[src/rtl/game_pkg.sv]
// game_pkg: types and constants shared by the game sequencer, the graphics
// compositor and the depth-sprite blocks.
//   game_state_t      - encoded round state driven to the graphics path
//   wall_view_t       - registered display payload (state/depth/index/visible)
//   DEFAULT_*         - default depth and judgement-window constants
//   in_goal_window()  - inclusive window test on a wall depth
package game_pkg;

    localparam int unsigned STATE_W = 3;
    localparam int unsigned DEPTH_W = 8;
    localparam int unsigned INDEX_W = 4;
    localparam int unsigned COLL_W  = 16;

    localparam int unsigned DEFAULT_MAX_WALL_DEPTH   = 75;
    localparam int unsigned DEFAULT_GOAL_DEPTH       = 60;
    localparam int unsigned DEFAULT_GOAL_DEPTH_DELTA = 10;

    typedef enum logic [STATE_W-1:0] {
        GAME_OVER        = 3'd0,
        GAME_IN_PROGRESS = 3'd1,
        GAME_WIN         = 3'd2,
        COUNTDOWN        = 3'd3
    } game_state_t;

    typedef struct packed {
        game_state_t          state;
        logic [DEPTH_W-1:0]   depth;
        logic [INDEX_W-1:0]   index;
        logic                 visible;
    } wall_view_t;

    // Written as depth+delta >= goal so a delta larger than goal cannot wrap.
    function automatic logic in_goal_window(
        input logic [DEPTH_W-1:0] depth,
        input int unsigned        goal,
        input int unsigned        delta
    );
        return ((32'(depth) + delta) >= goal) && (32'(depth) <= (goal + delta));
    endfunction

endpackage

[src/rtl/frame_collision_counter.sv]
// frame_collision_counter: saturating per-frame count of collision pixels.
//   clk, rst_n   - clock, async active-low reset
//   frame_tick   - end-of-frame pulse: capture the count, restart the frame
//   hit          - current pixel is an active-region collision
//   live_count   - count accumulated so far in the current frame
//   frame_count  - count of the last completed frame
module frame_collision_counter
    import game_pkg::*;
#(
    parameter int unsigned W = COLL_W
) (
    input  logic         clk,
    input  logic         rst_n,
    input  logic         frame_tick,
    input  logic         hit,
    output logic [W-1:0] live_count,
    output logic [W-1:0] frame_count
);

    localparam logic [W-1:0] CNT_MAX = '1;

    // A hit on the tick cycle belongs to the frame that starts there.
    always_ff @(posedge clk or negedge rst_n) begin
        if (!rst_n) begin
            live_count  <= '0;
            frame_count <= '0;
        end else if (frame_tick) begin
            frame_count <= live_count;
            live_count  <= W'(hit);
        end else if (hit && (live_count != CNT_MAX)) begin
            live_count  <= live_count + W'(1);
        end
    end

endmodule

[src/rtl/game_sequencer.sv]
// game_sequencer: frame-rate controller for the hole-in-the-wall round.
// Owns game state, wall depth/index and the per-frame collision judgement;
// every display-visible change is applied on a frame tick or a start edge.
//   clk_in, rst_n_in      - pixel clock, async active-low reset
//   frame_tick_in         - one-cycle pulse at end of active video
//   pixel_valid_in        - current pixel is in the active region
//   is_collision_in       - current pixel is a player/wall collision
//   start_in              - synchronized, debounced start level
//   game_state_out        - 0 over, 1 in progress, 2 win, 3 countdown
//   wall_depth_out        - current wall depth
//   wall_index_out        - current wall number (0-based)
//   wall_visible_out      - wall is rendered
//   frame_collisions_out  - collision count of the last completed frame
module game_sequencer
    import game_pkg::*;
#(
    parameter int unsigned NUM_WALLS           = 4,
    parameter int unsigned MAX_WALL_DEPTH      = DEFAULT_MAX_WALL_DEPTH,
    parameter int unsigned GOAL_DEPTH          = DEFAULT_GOAL_DEPTH,
    parameter int unsigned GOAL_DEPTH_DELTA    = DEFAULT_GOAL_DEPTH_DELTA,
    parameter int unsigned FRAMES_PER_STEP     = 4,
    parameter int unsigned COUNTDOWN_FRAMES    = 60,
    parameter int unsigned COLLISION_THRESHOLD = 500
) (
    input  logic               clk_in,
    input  logic               rst_n_in,
    input  logic               frame_tick_in,
    input  logic               pixel_valid_in,
    input  logic               is_collision_in,
    input  logic               start_in,
    output logic [STATE_W-1:0] game_state_out,
    output logic [DEPTH_W-1:0] wall_depth_out,
    output logic [INDEX_W-1:0] wall_index_out,
    output logic               wall_visible_out,
    output logic [COLL_W-1:0]  frame_collisions_out
);

    localparam int unsigned STEP_W = (FRAMES_PER_STEP > 1)  ? $clog2(FRAMES_PER_STEP)  : 1;
    localparam int unsigned CD_W   = (COUNTDOWN_FRAMES > 1) ? $clog2(COUNTDOWN_FRAMES) : 1;

    localparam logic [STEP_W-1:0]  STEP_LAST  = STEP_W'(FRAMES_PER_STEP - 1);
    localparam logic [CD_W-1:0]    CD_LAST    = CD_W'(COUNTDOWN_FRAMES - 1);
    localparam logic [DEPTH_W-1:0] DEPTH_LAST = DEPTH_W'(MAX_WALL_DEPTH);
    localparam logic [INDEX_W-1:0] INDEX_LAST = INDEX_W'(NUM_WALLS - 1);

    wall_view_t          view_q, view_d;
    logic [STEP_W-1:0]   step_q, step_d;
    logic [CD_W-1:0]     cd_q, cd_d;
    logic                start_prev_q;
    logic                start_edge_q;
    logic [COLL_W-1:0]   live_count;
    logic [COLL_W-1:0]   frame_count;
    logic                frame_failed_c;

    // Collision counting runs in every state; only IN_PROGRESS judges it.
    frame_collision_counter #(
        .W (COLL_W)
    ) u_frame_collision_counter (
        .clk         (clk_in),
        .rst_n       (rst_n_in),
        .frame_tick  (frame_tick_in),
        .hit         (pixel_valid_in & is_collision_in),
        .live_count  (live_count),
        .frame_count (frame_count)
    );

    // Registered start edge: costs one cycle but keeps start_in off the FSM path.
    always_ff @(posedge clk_in or negedge rst_n_in) begin
        if (!rst_n_in) begin
            start_prev_q <= 1'b0;
            start_edge_q <= 1'b0;
        end else begin
            start_prev_q <= start_in;
            start_edge_q <= start_in & ~start_prev_q;
        end
    end

    // live_count still holds the just-finished frame on the tick cycle.
    assign frame_failed_c = in_goal_window(view_q.depth, GOAL_DEPTH, GOAL_DEPTH_DELTA)
                            && (32'(live_count) > COLLISION_THRESHOLD);

    // State and counter registers.
    always_ff @(posedge clk_in or negedge rst_n_in) begin
        if (!rst_n_in) begin
            view_q <= '0;
            step_q <= '0;
            cd_q   <= '0;
        end else begin
            view_q <= view_d;
            step_q <= step_d;
            cd_q   <= cd_d;
        end
    end

    // Next-state logic: only start edges and frame ticks cause changes.
    always_comb begin
        view_d = view_q;
        step_d = step_q;
        cd_d   = cd_q;

        case (view_q.state)
            GAME_OVER, GAME_WIN: begin
                if (start_edge_q) begin
                    view_d.state   = COUNTDOWN;
                    view_d.depth   = '0;
                    view_d.index   = '0;
                    view_d.visible = 1'b0;
                    step_d         = '0;
                    cd_d           = '0;
                end
            end

            COUNTDOWN: begin
                if (frame_tick_in) begin
                    if (cd_q == CD_LAST) begin
                        view_d.state   = GAME_IN_PROGRESS;
                        view_d.depth   = '0;
                        view_d.visible = 1'b1;
                        step_d         = '0;
                        cd_d           = '0;
                    end else begin
                        cd_d = cd_q + CD_W'(1);
                    end
                end
            end

            GAME_IN_PROGRESS: begin
                if (frame_tick_in) begin
                    if (frame_failed_c) begin
                        view_d.state = GAME_OVER;
                    end else if (step_q == STEP_LAST) begin
                        step_d = '0;
                        if (view_q.depth >= DEPTH_LAST) begin
                            if (view_q.index >= INDEX_LAST) begin
                                view_d.state = GAME_WIN;
                            end else begin
                                view_d.state   = COUNTDOWN;
                                view_d.index   = view_q.index + INDEX_W'(1);
                                view_d.depth   = '0;
                                view_d.visible = 1'b0;
                                cd_d           = '0;
                            end
                        end else begin
                            view_d.depth = view_q.depth + DEPTH_W'(1);
                        end
                    end else begin
                        step_d = step_q + STEP_W'(1);
                    end
                end
            end

            default: begin
                view_d.state = GAME_OVER;
            end
        endcase
    end

    assign game_state_out       = view_q.state;
    assign wall_depth_out       = view_q.depth;
    assign wall_index_out       = view_q.index;
    assign wall_visible_out     = view_q.visible;
    assign frame_collisions_out = frame_count;

endmodule

[config.mk]
export PLATFORM = sky130hd
export DESIGN_NAME = game_sequencer
export DESIGN_NICKNAME = d
export VERILOG_FILES = /design/src/rtl/game_pkg.sv /design/src/rtl/frame_collision_counter.sv /design/src/rtl/game_sequencer.sv
export SDC_FILE = /design/constraint.sdc
export NUM_CORES = 1
export LEC_CHECK = 0
export BUFFER_PORTS_ARGS = -buffer_cell sky130_fd_sc_hd__buf_2
export CAP_MARGIN = 20
export CORE_MARGIN = 2
export CORE_UTILIZATION = 50
export DETAILED_ROUTE_END_ITERATION = 6
export PLACE_DENSITY = 0.74
export SYNTH_ARGS = -nofsm -noshare
export SYNTH_HDL_FRONTEND = slang
export SYNTH_SLANG_ARGS = --single-unit
[constraint.sdc]
create_clock -name clk_in -period 3.7 [get_ports clk_in]
set_clock_uncertainty 0.05 [all_clocks]
set_input_delay 0.185 -clock clk_in [delete_from_list [all_inputs] [get_ports clk_in]]
set_output_delay 0.185 -clock clk_in [all_outputs]
set_load 0.01 [all_outputs]
# Word level (Yosys, flattened, before mapping)
# Index checks and enable logic that the tools add are counted.
# totals
input_bits,6
elab_cells,91
reg_bits,58
output_inout_bits,32
# classes
addsub,6
eq_ne,17
n_bitwise,3
magnitude_cmp,5
mux,36
n_reduce_logical,14
# op_table
cell,n
two-way mux 16 bit,5
two-way mux 6 bit,8
two-way mux 13 bit,2
case mux 8 bit (3 select lines),1
two-way mux 11 bit,2
case mux 6 bit (3 select lines),1
adder 16 x 1 -> 16 bit (second input constant),1
greater-than comparator 16 x 9 -> 1 bit (second input constant),1
inequality test 16 bit (second input constant),1
inequality test 2 bit (second input constant),8
AND reduction 8 bit,2
two-way mux 2 bit,6
AND reduction 6 bit,2
adder 8 x 4 -> 9 bit (second input constant),1
greater-or-equal comparator 9 x 6 -> 1 bit (second input constant),1
inequality test 3 bit (second input constant),3
case mux 3 bit (3 select lines),1
AND reduction 9 bit,1
adder 8 x 1 -> 8 bit (second input constant),1
greater-or-equal comparator 8 x 7 -> 1 bit (second input constant),1
less-or-equal comparator 8 x 7 -> 1 bit (second input constant),1
two-way mux 8 bit,1
case mux 4 bit (2 select lines),1
AND reduction 7 bit,1
other kinds (20),28

# Depth between registers and ports, before layout
# depth
depth_word,7
ltp_mapped,8
ltp_nobuf,8

# Cells and area by module
# A second synthesis with hierarchy kept.
# unflattened
cells_unflattened,291
hier_area_um2,2999.1
# by_module_without_submodules
mod,seq_area_each_um2,instances,area_per_inst_um2,cells_each
game_sequencer,625.6,1,1506.4,159
frame_collision_counter,800.8,1,1492.7,132

# Worst setup path before layout
# No wires, ideal clock.
# synth_path
path_type,register to register
from,reg view_q (netlist bit wall_depth_out[2])
to,reg step_q[1]
path_slack_ps,1579
path_buffers,0
required_time_ps,3529
setup_ps,121
period_less_slack_ps,2121
arrival_ps,1950
stages_incl_launch_ff,8
cell_sequence,dfrtp_1 > ha_1 > nand2b_1 > a2111o_1 > a221oi_2 > o21ai_2 > and2_4 > a22o_1
# synth_between
elab_chain_len,6
elab_cells_between_ends,7
classes_between,add/sub (1); order compare (2); eq/ne (1); reduce/logical (3)
# synth_lines
item,line,rtl
start: declaration,game_sequencer.sv:46,"wall_view_t view_q, view_d;"
start signal: assignment,game_sequencer.sv:89,view_q <= view_d;
adder 8 x 4 -> 9 bit,game_pkg.sv:38,return ((32'(depth) + delta) >= goal) && (32'(depth) <= (goal + delta));
greater-or-equal comparator 9 x 6 -> 1 bit,game_pkg.sv:38,
logical AND 1 bit *,game_pkg.sv:38,
logical AND 1 bit *,game_sequencer.sv:80,&& (32'(live_count) > COLLISION_THRESHOLD);
inequality test 2 bit (no line) *,-,
AND reduction 6 bit (no line) *,-,
end signal: assignment,game_sequencer.sv:90,step_q <= step_d;
end: declaration,game_sequencer.sv:47,"logic [STEP_W-1:0] step_q, step_d;"
# Mark *: on every way between the ends. The rest lies on a longest branch, timed or not.
# A chain may end at the register's enable or synchronous reset.

# Worst setup path in the final report
# layout_path
from,reg view_q (netlist bit wall_depth_out[0])
to,reg cd_q[4]
# layout_between
elab_chain_len,6
elab_cells_between_ends,9
classes_between,add/sub (1); order compare (3); eq/ne (2); reduce/logical (3)
# layout_lines
item,line,rtl
adder 8 x 4 -> 9 bit,game_pkg.sv:38,
greater-or-equal comparator 9 x 6 -> 1 bit,game_pkg.sv:38,
logical AND 1 bit,game_pkg.sv:38,
logical AND 1 bit,game_sequencer.sv:80,
inequality test 2 bit (no line),-,
AND reduction 8 bit (no line) *,-,
end signal: assignment,game_sequencer.sv:87,cd_q <= '0;
end signal: assignment,game_sequencer.sv:91,cd_q <= cd_d;
end: declaration,game_sequencer.sv:48,"logic [CD_W-1:0] cd_q, cd_d;"
# Marks and branches as above.

==> flow_summary.toml <==
[logic_synthesis]
async_flop_share_pct = 100
synth_area_per_cell_um2 = 10.6
ys_warn_count = 0
synthesis.nets = 293
ys.flop_type = "dfrtp_1"
syn_inst = 279
ys_seq_area_share_pct = 48.1
ys_seq_elements = 57
ys_types = 61
synth-edff-count = 0
syn_area_um2 = 2970

[global_routing]
grt_pass1_vias = 2196
antenna_found_initial = 0
grt_util_all_layers_pct = 20.0
grt.overflow.total = 0
grt_first_pass_wirelength_um = 10100
grt_max_degree = 37

[drt]
dr_total_vias = 2262
vias_per_cell = 5.64
drtIter0Drc = 113
dr.pass1.iters = 4
wl_um = 5860
wl_per_cell_um = 14.6
antenna_left = 0
drc = 0

[cells_and_area]
n_antenna_cell = 0
mostFrequentLayoutCells = "dfrtp_1, buf_2, nand2_1, nor2_1, mux2_2"
seqCellArea_um2 = 1430
nets = 335
drive_gt1_share_pct = 27.0
final_common_cell = "dfrtp_1"
stdcell_area_um2 = 3410
multi_input_area_um2 = 1450
nFillCells = 502
syn_to_final_growth_pct = 14.8

[clock_network]
clkTransAtPathRegs_ns = 0.07
worstSkewPairLatency_ns = 0.33
clkSinkCount = 57
cts_setup_buffers = 0
cts_buffers = 9
cts_hold_buf = 2
cts_root_buf = "clkbuf_8"
htreeDepth = 3
clockBufferDepth = 2
cts_tree = "built"
post_cts_resized = 0

[floorplanning]
core_um2 = 5820
start_util_pct = 51.0
fp.dieH_um = 81.0
io_pins = 38
std_cell_rows = 28
design.die.area_um2 = 6570
die_w_um = 81.0

[sta]
final.setup.tns_ns = 0
fmax_ghz = 0.427
finalCritPeriodShare_pct = 63.3
rsz0062_at_grt = "no"
drv_slew = 0
min_period_ns = 2.34
tightest_slew_ns = 0.601
slew_headroom_pct = 59.6
hold_viol_final = 0
setup_viol_count_final = 0

[setup_path]
crit_required_ns = 3.86
crit_start = "wall_depth_out[0]"
ff2ff_path_depth = 7
r2r_setup_slack_ns = 1.36
crit_end = "cd_q[4]"
cp.depth = 7
r2r-end = "cd_q[4]"
path_class = "reg2reg"
endpoint_kind = "register"
crit_chain = "ha_1 > o211a_1 > o31ai_1 > a21o_1 > nor3_1 > a21oi_1 > o21ai_0"
critPathTopFamily = "compound AO/OA/AOI/OAI gates"
cp_slowest_cell = "o31ai_1"
cp-start-kind = "register"
cpPeakStageDelay_ns = 0.52
timing.rr.start = "wall_depth_out[0]"
critPathMaxFanout = 9
cp_num_buf_inv = 0
crit_arrival_ns = 2.50

[placement]
port-buffer-count = 36
place.gp.congestion = 0.847
hpwlAfterDp_um = 4070
dpl_cell_area_um2 = 3190

[power_and_ir_drop]
power_leakage_uw = 0.00161
finalPower_uw = 1640
peakVddDrop_mv = 0.347
p_per_area_nw_per_um2 = 483

[run_status]
outcome = "complete, no violations"

[min_path]
hp-class = "in2reg"

[run]
maxCapViolations = 0
==> sequential cells by signal, summed over array words and instances, names as in the netlist <==
register / count
wall_depth_out: 8
start_prev_q: 1
u_frame_collision_counter.frame_count: 16
step_q: 2
u_frame_collision_counter.live_count: 16
wall_visible_out: 1
cd_q: 6
start_edge_q: 1
game_state_out: 2
wall_index_out: 4
==> tightest hold or removal path: cells and delay by family <==
kind / cells / cell delay (ns)
compound gates: 2 / 0.17
buf+inv: 1 / 0.11
==> where the power goes <==
| group | total, uW | switching, uW | internal (uW) | leakage [uW] |
|---|---|---|---|---|
| sequential | 735 | 57.9 | 677 | 0.000778 |
| combinational | 355 | 211 | 144 | 0.000725 |
| clock | 555 | 240 | 314 | 0.000102 |
==> routing by layer <==
layer | share of wire (%) | vias up | track usage (%)
met5 | 0 | - | 0
met4 | 1.2 | 0 | 7.29
met1 | 48 | 1107 | 27.8
li1 | - | 1098 | -
met3 | 4.5 | 6 | 5.78
met2 | 46 | 51 | 30.0
==> cells in the mapped netlist, types with 2 or more instances <==
library cell | n | area share [%]
a211oi_1 | 2 | 0.51
a21oi_1 | 12 | 2.0
a22o_1 | 3 | 0.89
a41oi_1 | 2 | 0.59
and2_2 | 2 | 0.51
and2b_2 | 2 | 0.59
and3_1 | 3 | 0.63
buf_1 | 2 | 0.25
buf_4 | 2 | 0.51
clkbuf_1 | 2 | 0.25
clkbuf_8 | 2 | 0.93
dfrtp_1 | 57 | 48
ha_1 | 8 | 3.4
inv_1 | 9 | 1.1
mux2_2 | 16 | 6.1
mux2i_1 | 2 | 0.67
nand2_1 | 23 | 2.9
nand2b_1 | 6 | 1.3
nand3_1 | 11 | 1.9
nand4_1 | 4 | 0.84
nor2_1 | 18 | 2.3
nor2b_1 | 5 | 1.1
nor3_1 | 9 | 1.5
nor4_1 | 2 | 0.42
nor4_4 | 2 | 1.4
o211a_1 | 2 | 0.67
o211ai_1 | 6 | 1.5
o21a_1 | 2 | 0.51
o21ai_0 | 14 | 2.4
o21ai_1 | 2 | 0.34
o31ai_1 | 6 | 1.5
or3_1 | 2 | 0.42
xnor2_1 | 7 | 2.1
xor2_1 | 5 | 1.5
==> how the worst min path moves through the flow <==
stage / cells past startpoint / start / to
global route: 3 / is_collision_in / u_frame_collision_counter.live_count[0]
CTS: 3 / is_collision_in / u_frame_collision_counter.live_count[0]
finish: 3 / is_collision_in / u_frame_collision_counter.live_count[0]
detailed placement: 1 / rst_n_in / u_frame_collision_counter.frame_count[0]
floorplan: 0 / rst_n_in / cd_q[0]
global placement: 1 / rst_n_in / u_frame_collision_counter.frame_count[0]
==> stage by stage <==
step / utilization, % / hold slack, ns / worst slack, ns / instances
floorplan: - / -0.161 / 1.58 / 279
global route: 58.6 / 0.134 / 1.17 / 401
finish: 58.6 / 0.128 / 1.36 / 401
detailed placement: 54.9 / 0.141 / 1.42 / 383
global placement: 54.9 / 0.128 / 1.49 / 383
CTS: 58.6 / 0.126 / 1.40 / 401
==> final cells by class <==
cell class / count / area share [%]
Multi-Input combinational cell: 204 / 42.4
Sequential cell: 57 / 41.9
Timing Repair Buffer: 40 / 6.32
Clock buffer: 14 / 5.36
Tap cell: 75 / 2.75
Inverter: 9 / 0.992
Clock inverter: 2 / 0.294
==> cell families (layout without fill, tap and decap cells) <==
family | count (synthesis) | count (layout) | synth area share [%]
other | 1 | 1 | 0.126
and+or+nand+nor | 99 | 99 | 19.1
muxes | 18 | 18 | 6.75
AOI/OAI and AO/OA | 66 | 66 | 15.8
xor gates and xnor gates | 12 | 12 | 3.54
adders and majority gates | 8 | 8 | 3.37
buffers and inverters | 18 | 65 | 3.25
DFF | 57 | 57 | 48.1
Power figures use the tool's default switching activity.
